<file path="config.mk">
export PLATFORM = sky130hd
export DESIGN_NAME = keypad_entry_ctrl
export DESIGN_NICKNAME = d
export VERILOG_FILES = /design/src/rtl/keypad_entry_ctrl_pkg.sv /design/src/rtl/keypad_entry_ctrl_timer.sv /design/src/rtl/keypad_entry_ctrl.sv
export SDC_FILE = /design/constraint.sdc
export NUM_CORES = 1
export LEC_CHECK = 0
export ABC_CLOCK_PERIOD_IN_PS = 3180
export CAP_MARGIN = 20
export CORE_MARGIN = 5
export CORE_UTILIZATION = 35
export DETAILED_ROUTE_END_ITERATION = 10
export GPL_TIMING_DRIVEN = 0
export HOLD_SLACK_MARGIN = 0.15
export PLACE_DENSITY = 0.67
export SETUP_SLACK_MARGIN = 0.02
export SLEW_MARGIN = 0
export SYNTH_ARGS = -nofsm -noshare
export SYNTH_HDL_FRONTEND = slang
export SYNTH_HIERARCHICAL = 1
export SYNTH_SLANG_ARGS = --single-unit
</file>
<file path="constraint.sdc">
create_clock -name clk -period 3.18 [get_ports clk]
set_clock_uncertainty 0.05 [all_clocks]
set_input_delay 0.795 -clock clk [delete_from_list [all_inputs] [get_ports clk]]
set_output_delay 0.795 -clock clk [all_outputs]
set_load 0.05 [all_outputs]
</file>
<file path="src/rtl/keypad_entry_ctrl_pkg.sv">
// Shared constants for the keypad entry controller: key codes, state encoding
// and the digit-count width helper.
package keypad_pkg;

    localparam logic [3:0] KEY_ENTER = 4'hE;
    localparam logic [3:0] KEY_CLEAR = 4'hF;

    localparam logic [1:0] ST_IDLE  = 2'd0;
    localparam logic [1:0] ST_ENTRY = 2'd1;
    localparam logic [1:0] ST_HOLD  = 2'd2;

    typedef enum logic [1:0] {
        S_IDLE  = ST_IDLE,
        S_ENTRY = ST_ENTRY,
        S_HOLD  = ST_HOLD
    } state_e;

    // Bits needed to hold a digit count in 0..max_digits.
    function automatic int cnt_width(input int max_digits);
        return $clog2(max_digits + 1);
    endfunction

endpackage

</file>
<file path="src/rtl/keypad_entry_ctrl_timer.sv">
// Inactivity counter: clears on clr, counts on en, flags the last cycle
// before LIMIT idle cycles have elapsed.
module entry_timer #(
    parameter int unsigned LIMIT = 500_000_000
) (
    input  logic clk,
    input  logic reset,
    input  logic clr,
    input  logic en,
    output logic expire
);

    logic [31:0] cnt_q, cnt_d;

    // Next count: clear has priority over counting.
    always_comb begin
        cnt_d = cnt_q;
        if (clr)
            cnt_d = '0;
        else if (en)
            cnt_d = cnt_q + 32'd1;
    end

    // Counter register.
    always_ff @(posedge clk) begin
        if (reset)
            cnt_q <= '0;
        else
            cnt_q <= cnt_d;
    end

    assign expire = (cnt_q == 32'(LIMIT - 1));

endmodule

</file>
<file path="src/rtl/keypad_entry_ctrl.sv">
// Turns single-cycle keypad events into multi-digit hex entries, with clear,
// enter, inactivity timeout and a valid/ready hand-off of committed values.
module keypad_entry_ctrl
    import keypad_pkg::*;
#(
    parameter int          MAX_DIGITS     = 4,
    parameter logic [3:0]  ENTER_KEY      = KEY_ENTER,
    parameter logic [3:0]  CLEAR_KEY      = KEY_CLEAR,
    parameter int unsigned TIMEOUT_CYCLES = 500_000_000,
    localparam int         W              = 4 * MAX_DIGITS,
    localparam int         CW             = cnt_width(MAX_DIGITS)
) (
    input  logic          clk,
    input  logic          reset,
    input  logic [3:0]    key,
    input  logic          key_valid,
    input  logic          value_ready,
    output logic [W-1:0]  value_out,
    output logic [CW-1:0] value_digits,
    output logic          value_valid,
    output logic [W-1:0]  entry_buf,
    output logic [CW-1:0] entry_count,
    output logic          entry_active,
    output logic          entry_err,
    output logic          timeout
);

    state_e        state_q, state_d;
    logic [W-1:0]  buf_q, buf_d;
    logic [CW-1:0] count_q, count_d;
    logic [W-1:0]  vout_q, vout_d;
    logic [CW-1:0] vdig_q, vdig_d;
    logic          vvalid_q, vvalid_d;
    logic          err_q, err_d;
    logic          to_q, to_d;

    logic tmr_clr, tmr_en, tmr_expire;
    logic is_enter, is_clear, is_digit;

    assign is_enter = (key == ENTER_KEY);
    assign is_clear = (key == CLEAR_KEY);
    assign is_digit = !is_enter && !is_clear;

    entry_timer #(.LIMIT(TIMEOUT_CYCLES)) u_timer (
        .clk    (clk),
        .reset  (reset),
        .clr    (tmr_clr),
        .en     (tmr_en),
        .expire (tmr_expire)
    );

    // Next-state and datapath: timer is held clear everywhere except while
    // idling inside ENTRY, so it never counts in IDLE or HOLD.
    always_comb begin
        state_d  = state_q;
        buf_d    = buf_q;
        count_d  = count_q;
        vout_d   = vout_q;
        vdig_d   = vdig_q;
        vvalid_d = vvalid_q;
        err_d    = 1'b0;
        to_d     = 1'b0;
        tmr_clr  = 1'b1;
        tmr_en   = 1'b0;

        case (state_q)
            S_IDLE: begin
                if (key_valid) begin
                    if (is_enter) begin
                        err_d = 1'b1;
                    end else if (is_digit) begin
                        buf_d   = W'(key);
                        count_d = CW'(1);
                        state_d = S_ENTRY;
                    end
                end
            end

            S_ENTRY: begin
                if (key_valid) begin
                    // A key in the expiry cycle wins over the timeout.
                    if (is_enter) begin
                        vout_d   = buf_q;
                        vdig_d   = count_q;
                        vvalid_d = 1'b1;
                        buf_d    = '0;
                        count_d  = '0;
                        state_d  = S_HOLD;
                    end else if (is_clear) begin
                        buf_d   = '0;
                        count_d = '0;
                        state_d = S_IDLE;
                    end else if (count_q < CW'(MAX_DIGITS)) begin
                        buf_d   = (buf_q << 4) | W'(key);
                        count_d = count_q + CW'(1);
                    end else begin
                        err_d = 1'b1;
                    end
                end else if (tmr_expire) begin
                    buf_d   = '0;
                    count_d = '0;
                    to_d    = 1'b1;
                    state_d = S_IDLE;
                end else begin
                    tmr_clr = 1'b0;
                    tmr_en  = 1'b1;
                end
            end

            S_HOLD: begin
                if (key_valid)
                    err_d = 1'b1;
                if (vvalid_q && value_ready) begin
                    vvalid_d = 1'b0;
                    state_d  = S_IDLE;
                end
            end

            default: state_d = S_IDLE;
        endcase
    end

    // State and output registers; reset discards any pending value.
    always_ff @(posedge clk) begin
        if (reset) begin
            state_q  <= S_IDLE;
            buf_q    <= '0;
            count_q  <= '0;
            vout_q   <= '0;
            vdig_q   <= '0;
            vvalid_q <= 1'b0;
            err_q    <= 1'b0;
            to_q     <= 1'b0;
        end else begin
            state_q  <= state_d;
            buf_q    <= buf_d;
            count_q  <= count_d;
            vout_q   <= vout_d;
            vdig_q   <= vdig_d;
            vvalid_q <= vvalid_d;
            err_q    <= err_d;
            to_q     <= to_d;
        end
    end

    assign value_out    = vout_q;
    assign value_digits = vdig_q;
    assign value_valid  = vvalid_q;
    assign entry_buf    = buf_q;
    assign entry_count  = count_q;
    assign entry_active = (state_q == S_ENTRY);
    assign entry_err    = err_q;
    assign timeout      = to_q;

endmodule

</file>
==> metrics.cfg <==
[status]
status=finished clean

[die]
die-area_um2=11600
die_y_um=108
initial_utilization_pct=36.1
io_pins=50
die_w_um=108
fp-row-count=35
coreArea_um2=9240

[cts]
clkLatencyLatePin_ns=0.35
clk_pin_slew_ns=0.08
cts.sinks=75
cts_tree=yes
cts-root-buf=clkbuf_8
clockBufferDepth=2
cts_inserted_buffers=9
cts_max_level=3

[sta]
finalHoldViolCount=0
worstMarginPinSlew_ns=0.566
period_share_pct=95.1
setup_ws_ns=0.156
timing.fmax_mhz=331
setup_violations=0
tns_ns=0
drv_slew=0
max-slew-margin-rel_pct=62.3
rsz0062_at_grt=yes
fin_crit_ns=3.02

[worst_setup_path]
cp_max_fo=7
worst_setup_path_start_kind=primary input
worst_r2r_startpoint=u_timer/cnt_q[8]
cp.required_ns=3.41
reg2reg_slack_ns=0.31
r2r-end=u_timer/cnt_q[31]
cp_data_arrival_time_ns=3.25
criticalPathCategory=in2reg
worstRegToRegCells=12
end_kind=flip-flop

[finish]
drive_gt1_share_pct=10.6
fin_cells=590
n_antenna_cell=0
num-fill-cells=924
nNetsFinal=466
area_growth_syn_to_layout_pct=26.8

[yosys]
synth_cell_types=48
synth.top_cell.area_share_pct=45.1
ys.flop_type=dfxtp_1
avgSynthCellArea_um2=8.50
post_synth_instance_area_um2=3330
synth_edf_count=0
syn-num-nets=402
synth_largest_area_cell=dfxtp_1
synth_area_leaders=dfxtp_1 (45%), nand2_1 (7.8%), a21oi_1 (6.8%), nand4_1 (5.1%), xor2_1 (2.6%)
ys_ff_latch=75
synth_seq_area_share_pct=45.1
syn_inst=392
yosys_warnings=6
synthArstFlopShare_pct=0

[pwr]
power_density_nw_per_um2=428
vdd_drop_max_mv=0.225
p_leak_uw=0.00134

[worst_hold_path]
hold_path.class=reg2reg
min_from=value_out[0]
hold_path_end=value_out[0]
hold_path_depth=2

[place]
hpwl_um=6160
port_buffers=49
pre_cts_ws_ns=-0.306
gp_congestion=0.784
place_inst=570

[global_routing]
grt_max_degree=15
groute.usage.overall_pct=15.4
overflow=0
antenna_found_initial=0
grt_pass1_wl_um=14400
grt_pass1_vias=2837

[routing]
ant_nets=0
dr.pass1.iters=5
drt-total-wl_um=8620
wl_per_cell_um=14.6
viasPerCell=5.19
dr_total_vias=3062
drt-initial-drc-count=198
drc=0

[run]
maxCapViolations=0

==> cell usage after synthesis, types with 7 or more instances <==
cell / instances
o21ai_0: 17
and4_1: 7
clkbuf_1: 12
nand4_1: 27
o31ai_1: 10
or4_1: 10
nor2_1: 20
o21ai_1: 9
a21oi_1: 45
nand2_1: 69
xor2_1: 10
dfxtp_1: 75
nand3_1: 11
or3_1: 9
==> flip-flops by register name, summed over array words and instances (netlist names) <==
signal	count
entry_err	1
timeout	1
state_q	2
entry_buf	16
entry_count	3
value_valid	1
value_digits	3
u_timer/cnt_q	32
value_out	16
==> metrics by stage <==
step / util (%) / instance area (um2) / hold WS, ns / power [uW]
after global routing: 45.7 / 4220 / 0.429 / 1880
final: 45.7 / 4220 / 0.406 / 1810
after CTS: 45.3 / 4180 / 0.412 / 1830
after detailed placement: 43.1 / 3980 / 0.401 / 1090
after global placement: 43.1 / 3980 / 0.394 / 1090
after floorplan: - / 3330 / 0.402 / 1050
==> cell usage in the layout, fill, tap and decap left out, types with 2 or more instances in the layout <==
cell type         n
a21oi_1          45
clkinv_4          2
nor2_1           20
o21ai_1           9
and4_1            7
nand2_1          69
clkbuf_8          9
or4_1            10
xor2_1           10
clkdlybuf4s50_1  49
inv_1             6
ha_1              2
clkbuf_1         11
and3_1            6
xnor2_1           2
dfxtp_1          75
o31ai_1          10
clkinvlp_4        2
buf_4             7
buf_6             5
or3_1             9
o21ai_0          17
nand3_1          11
nand4_1          27
nor4_1            3
a211oi_1          2
buf_2             6
o21a_1            2
==> kinds of logic after synthesis <==
group                    Yosys count  share of synthesized area [%]
XOR/XNOR                          12                           3.15
AO/OA/AOI/OAI                     92                           16.1
flip-flops                        75                           45.1
AND/OR/NAND/NOR                  176                           29.0
adder cells (fa/ha/maj)            2                          0.751
multiplexers                       2                          0.638
buffers and inverters             33                           5.33
==> worst max-delay path: stages <==
cell and delay [ns]:
clkdlybuf4s50_1 0.55, or3_1 0.43, inv_1 0.09, clkbuf_2 0.18
and4_1 0.19, buf_4 0.16, nand4_1 0.20, or4_1 0.51
a21oi_1 0.14
==> worst max path at each step <==
stage,startpoint,to
after floorplan,key_valid,u_timer/cnt_q[31]
after global placement,key_valid,u_timer/cnt_q[28]
after detailed placement,key_valid,u_timer/cnt_q[28]
after CTS,key_valid,u_timer/cnt_q[28]
after global routing,key_valid,u_timer/cnt_q[28]
final,key_valid,u_timer/cnt_q[31]
==> layer usage <==
metal | track usage, % | vias up | part of all wire, %
met1 | 20.9 | 1424 | 47
met5 | 0 | - | 0
met3 | 3.12 | 10 | 4.3
met4 | 6.13 | 0 | 1.4
met2 | 24.0 | 87 | 47
li1 | - | 1541 | -
==> power breakdown <==
part / leakage, uW / internal (uW) / switching (uW)
registers: 0.000605 / 944 / 8.70
clock network: 0.0000958 / 366 / 372
logic: 0.000638 / 37.6 / 79.2
total: 0.00134 / 1350 / 460
==> layout make-up <==
type,count,area (um2),area share (%)
Buffer,25,148,3.50
Clock buffer,9,124,2.93
Clock inverter,7,76.3,1.81
Inverter,7,26.3,0.622
Multi-Input combinational cell,284,1660,39.3
Sequential cell,75,1500,35.5
Tap cell,129,161,3.82
Timing Repair Buffer,54,528,12.5
==> what timing repair did <==
item                       in CTS  in global routing
hold buffers                    0                  0
setup buffers                   0                  5
setup endpoints to repair       0                  8
gates resized for setup         0                  1
Power figures use the tool's default switching activity.
